<file path="config.mk">
export PLATFORM = sky130hd
export DESIGN_NAME = load_store_unit
export DESIGN_NICKNAME = d
export VERILOG_FILES = /design/src/rtl/load_store_unit.sv
export SDC_FILE = /design/constraint.sdc
export NUM_CORES = 1
export LEC_CHECK = 0
export CAP_MARGIN = 15
export CORE_MARGIN = 8
export CORE_UTILIZATION = 45
export DETAILED_ROUTE_END_ITERATION = 16
export PLACE_DENSITY = 0.92
export SYNTH_ARGS = -nofsm -noshare
export SYNTH_HDL_FRONTEND = slang
export SYNTH_SLANG_ARGS = --single-unit
</file>
<file path="constraint.sdc">
create_clock -name clk -period 4.95 [get_ports clk]
set_input_delay 0.99 -clock clk [delete_from_list [all_inputs] [get_ports clk]]
set_output_delay 0.99 -clock clk [all_outputs]
set_load 0.01 [all_outputs]
</file>
<file path="src/rtl/load_store_unit.sv">
// Data-memory access unit. Turns decoded load/store controls into a single
// outstanding valid/ready bus access and returns extended load data.
//
// Ports:
//   clk, rst                  core clock, asynchronous active-high reset
//   MemRead, MemWrite, Funct3 decoded access request (store wins if both set)
//   Addr, StoreData           effective byte address and rs2 store value
//   Stall                     core holds PC/decode inputs while high
//   LoadData, LoadValid       extended load result and its one-cycle strobe
//   Fault                     one-cycle pulse for an illegal/misaligned access
//   BusAddr, BusWData,
//   BusWStrb, BusWe,
//   BusValid                  memory request channel
//   BusReady, BusRData        memory handshake and read data
module load_store_unit #(
    parameter int unsigned ADDR_WIDTH = 32,
    parameter int unsigned DATA_WIDTH = 32
) (
    input  logic                  clk,
    input  logic                  rst,
    input  logic                  MemRead,
    input  logic                  MemWrite,
    input  logic [2:0]            Funct3,
    input  logic [ADDR_WIDTH-1:0] Addr,
    input  logic [DATA_WIDTH-1:0] StoreData,
    output logic                  Stall,
    output logic [DATA_WIDTH-1:0] LoadData,
    output logic                  LoadValid,
    output logic                  Fault,
    output logic [ADDR_WIDTH-1:0] BusAddr,
    output logic [DATA_WIDTH-1:0] BusWData,
    output logic [3:0]            BusWStrb,
    output logic                  BusWe,
    output logic                  BusValid,
    input  logic                  BusReady,
    input  logic [DATA_WIDTH-1:0] BusRData
);

    localparam int unsigned STRB_W = DATA_WIDTH / 8;

    typedef enum logic [1:0] {
        S_IDLE = 2'd0,
        S_REQ  = 2'd1,
        S_DONE = 2'd2
    } state_t;

    state_t                  state_q, state_d;
    logic [ADDR_WIDTH-1:0]   bus_addr_q, bus_addr_d;
    logic [DATA_WIDTH-1:0]   bus_wdata_q, bus_wdata_d;
    logic [STRB_W-1:0]       bus_wstrb_q, bus_wstrb_d;
    logic                    bus_we_q, bus_we_d;
    logic [2:0]              funct3_q, funct3_d;
    logic [1:0]              off_q, off_d;
    logic [DATA_WIDTH-1:0]   load_data_q, load_data_d;

    logic                    req;
    logic                    legal;
    logic                    aligned;
    logic                    accept;
    logic [STRB_W-1:0]       strb_c;
    logic [DATA_WIDTH-1:0]   wdata_c;
    logic [DATA_WIDTH-1:0]   shifted;
    logic                    sgn;
    logic [DATA_WIDTH-1:0]   load_ext;

    // Request decode: legality, alignment and acceptance in IDLE
    always_comb begin
        req   = MemRead | MemWrite;
        legal = 1'b0;
        if (MemWrite) begin
            legal = (Funct3 == 3'b000) || (Funct3 == 3'b001) || (Funct3 == 3'b010);
        end else begin
            legal = (Funct3 == 3'b000) || (Funct3 == 3'b001) || (Funct3 == 3'b010) ||
                    (Funct3 == 3'b100) || (Funct3 == 3'b101);
        end
        case (Funct3[1:0])
            2'b01:   aligned = ~Addr[0];
            2'b10:   aligned = (Addr[1:0] == 2'b00);
            default: aligned = 1'b1;
        endcase
        accept = ~rst && (state_q == S_IDLE) && req && legal && aligned;
    end

    // Store lane placement: strobe shifted to the byte offset, data replicated
    always_comb begin
        strb_c  = '0;
        wdata_c = '0;
        if (MemWrite) begin
            case (Funct3[1:0])
                2'b00: begin
                    strb_c  = STRB_W'(4'b0001 << Addr[1:0]);
                    wdata_c = {4{StoreData[7:0]}};
                end
                2'b01: begin
                    strb_c  = STRB_W'(4'b0011 << Addr[1:0]);
                    wdata_c = {2{StoreData[15:0]}};
                end
                default: begin
                    strb_c  = '1;
                    wdata_c = StoreData;
                end
            endcase
        end
    end

    // Load extraction from the latched offset and size
    always_comb begin
        shifted = BusRData >> {off_q, 3'b000};
        sgn     = ~funct3_q[2];
        case (funct3_q[1:0])
            2'b00:   load_ext = {{24{sgn & shifted[7]}}, shifted[7:0]};
            2'b01:   load_ext = {{16{sgn & shifted[15]}}, shifted[15:0]};
            default: load_ext = BusRData;
        endcase
    end

    // Next-state and latched transaction fields
    always_comb begin
        state_d     = state_q;
        bus_addr_d  = bus_addr_q;
        bus_wdata_d = bus_wdata_q;
        bus_wstrb_d = bus_wstrb_q;
        bus_we_d    = bus_we_q;
        funct3_d    = funct3_q;
        off_d       = off_q;
        load_data_d = load_data_q;
        case (state_q)
            S_IDLE: begin
                if (accept) begin
                    bus_addr_d  = {Addr[ADDR_WIDTH-1:2], 2'b00};
                    bus_wdata_d = wdata_c;
                    bus_wstrb_d = strb_c;
                    bus_we_d    = MemWrite;
                    funct3_d    = Funct3;
                    off_d       = Addr[1:0];
                    state_d     = S_REQ;
                end
            end
            S_REQ: begin
                if (BusReady) begin
                    if (!bus_we_q) begin
                        load_data_d = load_ext;
                    end
                    state_d = S_DONE;
                end
            end
            S_DONE:  state_d = S_IDLE;
            default: state_d = S_IDLE;
        endcase
    end

    always_ff @(posedge clk or posedge rst) begin
        if (rst) begin
            state_q     <= S_IDLE;
            bus_addr_q  <= '0;
            bus_wdata_q <= '0;
            bus_wstrb_q <= '0;
            bus_we_q    <= 1'b0;
            funct3_q    <= 3'b000;
            off_q       <= 2'b00;
            load_data_q <= '0;
        end else begin
            state_q     <= state_d;
            bus_addr_q  <= bus_addr_d;
            bus_wdata_q <= bus_wdata_d;
            bus_wstrb_q <= bus_wstrb_d;
            bus_we_q    <= bus_we_d;
            funct3_q    <= funct3_d;
            off_q       <= off_d;
            load_data_q <= load_data_d;
        end
    end

    // Stall/Fault respond in the request cycle so the core freezes immediately
    assign Stall     = accept | (state_q == S_REQ);
    assign Fault     = ~rst && (state_q == S_IDLE) && req && !(legal && aligned);
    assign LoadValid = (state_q == S_DONE) && !bus_we_q;
    assign BusValid  = (state_q == S_REQ);
    assign BusAddr   = bus_addr_q;
    assign BusWData  = bus_wdata_q;
    assign BusWStrb  = bus_wstrb_q;
    assign BusWe     = bus_we_q;
    assign LoadData  = load_data_q;

endmodule

</file>
==> metrics.txt <==
# TYPE chip_impl_metric gauge
chip_impl_metric{name="finalCoreUtilization",unit="%"} 65.8
chip_impl_metric{name="fp.dieH",unit="µm"} 126
chip_impl_metric{name="cts_hold_buf",unit=""} 0
chip_impl_metric{name="number_of_register_bits_inferred_by_synthesis",unit=""} 106
chip_impl_metric{name="port-buffer-count",unit=""} 206
chip_impl_info{name="setup.worst_path.end_class",value="output pin"} 1
chip_impl_metric{name="grt_first_pass_wirelength",unit="µm"} 26400
chip_impl_metric{name="vias_per_cell",unit=""} 5.51
chip_impl_info{name="critical_path_source_type",value="input port"} 1
chip_impl_metric{name="area.sequential",unit="µm²"} 2650
chip_impl_metric{name="antenna_cells_inserted",unit=""} 0
chip_impl_metric{name="layout_setup_ws",unit="ns"} 0.624
chip_impl_metric{name="synthToLayoutAreaGrowth",unit="%"} 43.5
chip_impl_metric{name="synthesis.area_per_instance",unit="µm²"} 10.8
chip_impl_metric{name="power_leakage",unit="nW"} 3.66
chip_impl_metric{name="layout.filler_cells",unit=""} 874
chip_impl_metric{name="power.ir.vdd_worst",unit="µV"} 287
chip_impl_metric{name="fp.dieArea",unit="µm²"} 16000
chip_impl_metric{name="timing.critical_path.fanout_max",unit=""} 15
chip_impl_metric{name="h-tree-depth",unit=""} 3
chip_impl_metric{name="antenna_found_initial",unit=""} 0
chip_impl_metric{name="arrival",unit="ns"} 3.34
chip_impl_metric{name="final_cell_count_no_fill",unit=""} 847
chip_impl_info{name="grt_setup_unrepaired",value="no"} 1
chip_impl_metric{name="setup_violations",unit=""} 0
chip_impl_metric{name="cts_buffers",unit=""} 9
chip_impl_metric{name="post-route-cell-area",unit="µm²"} 7870
chip_impl_metric{name="timing.final.hold_violations",unit=""} 0
chip_impl_metric{name="min_period",unit="ns"} 4.33
chip_impl_metric{name="dpl.hpwl",unit="µm"} 12400
chip_impl_info{name="timing_worst_setup_path_type",value="input port to output pin"} 1
chip_impl_metric{name="worst_max_slew_pin_slew",unit="ns"} 1.07
chip_impl_metric{name="max_freq",unit="MHz"} 231
chip_impl_metric{name="skew",unit="ns"} 0.00702
chip_impl_metric{name="drt_first_pass_iters",unit=""} 5
chip_impl_metric{name="synthesized_instance_count",unit=""} 506
chip_impl_metric{name="drcViolationCount",unit=""} 0
chip_impl_metric{name="postPlaceCellArea",unit="µm²"} 7550
chip_impl_metric{name="detail_route.wl_per_cell",unit="µm"} 19.9
chip_impl_metric{name="number_of_distinct_library_cell_variants_in_the_gate_level_netlist_after_synthesis",unit=""} 46
chip_impl_metric{name="timing.final.max_slew_violations",unit=""} 0
chip_impl_metric{name="fin_worst_hold_slack",unit="ns"} 0.495
chip_impl_metric{name="rows",unit=""} 40
chip_impl_metric{name="postRouteAntennaNets",unit=""} 0
chip_impl_metric{name="fin_total_pwr",unit="mW"} 3.96
chip_impl_metric{name="maxSlewHeadroom",unit="%"} 28.4
chip_impl_metric{name="track_usage",unit="%"} 20.7
chip_impl_metric{name="async_flop_share",unit="%"} 100
chip_impl_metric{name="detailroute.via_count",unit=""} 4665
chip_impl_metric{name="cp_data_required_time",unit="ns"} 3.96
chip_impl_metric{name="clk_transition_reported_paths",unit="ns"} 0.07
chip_impl_metric{name="initial_core_util",unit="%"} 45.9
chip_impl_metric{name="placement.setup.worst_slack",unit="ns"} 0.682
chip_impl_info{name="synth_flop_cell",value="sky130_fd_sc_hd__dfrtp_1"} 1
chip_impl_metric{name="fp.coreArea",unit="µm²"} 12000
chip_impl_info{name="tritoncts",value="yes"} 1
chip_impl_metric{name="grt_max_degree",unit=""} 84
chip_impl_metric{name="cap_viol_max_count",unit=""} 0
chip_impl_metric{name="cts-root-to-sink-buffers",unit=""} 2
chip_impl_metric{name="cts_resized",unit=""} 0
chip_impl_metric{name="number_of_nets_in_the_finished_design",unit=""} 802
chip_impl_metric{name="insertion_delay",unit="ns"} 0.35
chip_impl_metric{name="place.detailed.instances",unit=""} 830
chip_impl_info{name="worstHoldPathType",value="flop to flop"} 1
chip_impl_metric{name="boundaryPins",unit=""} 209
chip_impl_metric{name="power_per_cell_area",unit="nW/µm²"} 504
chip_impl_info{name="cts_root_buffer",value="sky130_fd_sc_hd__clkbuf_16"} 1
chip_impl_metric{name="grt_pass1_vias",unit=""} 5022
chip_impl_metric{name="place_congestion",unit=""} 0.891
chip_impl_metric{name="clock_sink_count",unit=""} 106
chip_impl_metric{name="route.final.wire_length",unit="µm"} 16900
chip_impl_metric{name="synth_edf_count",unit=""} 0
chip_impl_metric{name="period_share",unit="%"} 87.4
chip_impl_metric{name="multi_input_gate_area",unit="µm²"} 2520
chip_impl_metric{name="die_x",unit="µm"} 126
chip_impl_metric{name="post_cts.repair.setup_buffers",unit=""} 0
chip_impl_info{name="status",value="finished, final reports clean"} 1
chip_impl_metric{name="setup_total_negative_slack",unit="ns"} 0
chip_impl_metric{name="post_synth_instance_area",unit="µm²"} 5490
chip_impl_metric{name="synth_seq_area_share",unit="%"} 48.3
chip_impl_metric{name="layout-drive-gt1-share",unit="%"} 13.4
chip_impl_metric{name="ys_warn_count",unit=""} 0
chip_impl_metric{name="grt_total_ovfl",unit=""} 0
chip_impl_metric{name="detail_route.iter0.violations",unit=""} 427
layer usage:
layer  track usage [%]  routed length [µm]
met1              23.2                6480
met2              34.4                8300
met3              7.58                1500
met4              9.77                 580
met5                 0                   0
power breakdown:
group          switching [mW]  internal [mW]  leakage, nW
logic                   0.686           1.05         2.19
registers               0.297           1.21         1.32
clock network           0.318          0.407        0.143
flip-flops by register name (all words and copies together) (netlist names):
register  cells
funct3_q      3
state_q       2
BusWStrb      4
off_q         2
LoadData     32
BusWData     32
BusAddr      30
BusWe         1
area by class of cell:
| cell class | count | share of cell area (%) |
|---|---|---|
| Clock inverter | 4 | 0.652 |
| Inverter | 18 | 0.890 |
| Sequential cell | 106 | 33.7 |
| Multi-Input combinational cell | 345 | 32.0 |
| Clock buffer | 12 | 3.13 |
| Tap cell | 147 | 2.34 |
| Timing Repair Buffer | 215 | 27.3 |
critical path, cell delays in order:
cell                              delay, ns
sky130_fd_sc_hd__clkdlybuf4s50_1       0.52
sky130_fd_sc_hd__inv_1                 0.08
sky130_fd_sc_hd__ha_1                  0.36
sky130_fd_sc_hd__nor3_1                0.32
sky130_fd_sc_hd__o22ai_2               0.16
sky130_fd_sc_hd__a21boi_0              0.26
sky130_fd_sc_hd__clkdlybuf4s50_1       0.64
Yosys cell counts, types with 9 or more instances:
library cell	number	area, µm²
sky130_fd_sc_hd__mux2i_1	20	200
sky130_fd_sc_hd__mux2_2	14	158
sky130_fd_sc_hd__dfrtp_1	106	2650
sky130_fd_sc_hd__inv_1	18	67.6
sky130_fd_sc_hd__nand3_1	32	160
sky130_fd_sc_hd__buf_2	9	45.0
sky130_fd_sc_hd__nand2_1	57	214
sky130_fd_sc_hd__clkbuf_1	17	63.8
sky130_fd_sc_hd__nor2_1	45	169
sky130_fd_sc_hd__a21oi_1	13	65.1
sky130_fd_sc_hd__mux2_4	48	721
sky130_fd_sc_hd__o21ai_0	42	210
sky130_fd_sc_hd__a21boi_0	11	82.6
logic make-up after synthesis:
| family | count (synthesis) | share of synthesized area (%) |
|---|---|---|
| muxes | 83 | 20.1 |
| and+or+nand+nor | 165 | 14.3 |
| xor gates and xnor gates | 1 | 0.160 |
| DFF | 106 | 48.3 |
| adders and majority gates | 3 | 0.684 |
| other | 1 | 0.0683 |
| AOI/OAI and AO/OA | 91 | 10.2 |
| buffers and inverters | 56 | 6.23 |
cell usage in the layout, fill, tap and decap left out, types with 2 or more instances in the layout:
cell	Yosys	routed
sky130_fd_sc_hd__inv_1	18	17
sky130_fd_sc_hd__nand2b_1	7	7
sky130_fd_sc_hd__conb_1	1	2
sky130_fd_sc_hd__nand3_1	32	32
sky130_fd_sc_hd__nor3_1	3	3
sky130_fd_sc_hd__mux2_2	14	14
sky130_fd_sc_hd__clkbuf_16	0	9
sky130_fd_sc_hd__o22ai_1	3	3
sky130_fd_sc_hd__ha_1	3	3
sky130_fd_sc_hd__clkbuf_1	17	2
sky130_fd_sc_hd__a2bb2oi_1	2	2
sky130_fd_sc_hd__clkdlybuf4s50_1	0	206
sky130_fd_sc_hd__a22o_1	8	8
sky130_fd_sc_hd__mux2i_1	20	20
sky130_fd_sc_hd__mux2_4	48	48
sky130_fd_sc_hd__dfrtp_1	106	106
sky130_fd_sc_hd__nand2_1	57	57
sky130_fd_sc_hd__buf_4	4	8
sky130_fd_sc_hd__a21oi_1	13	13
sky130_fd_sc_hd__o21ai_0	42	42
sky130_fd_sc_hd__nand3b_1	8	8
sky130_fd_sc_hd__nor2_1	45	45
sky130_fd_sc_hd__a21o_1	7	7
sky130_fd_sc_hd__a21boi_0	11	11
final timing paths:
path | startpoint | slack (ns) | endpoint | cells past startpoint
max in group asynchronous | rst | 3.02 | LoadData[24] | 4
min | LoadData[31] | 0.50 | LoadData[31] | 2
min in group asynchronous | rst | 0.95 | BusWData[5] | 2
min reg2reg | LoadData[31] | 0.50 | LoadData[31] | 2
max | Funct3[1] | 0.62 | Fault | 7
max reg2reg | off_q[1] | 2.48 | LoadData[20] | 4
Power figures use the tool's default switching activity.
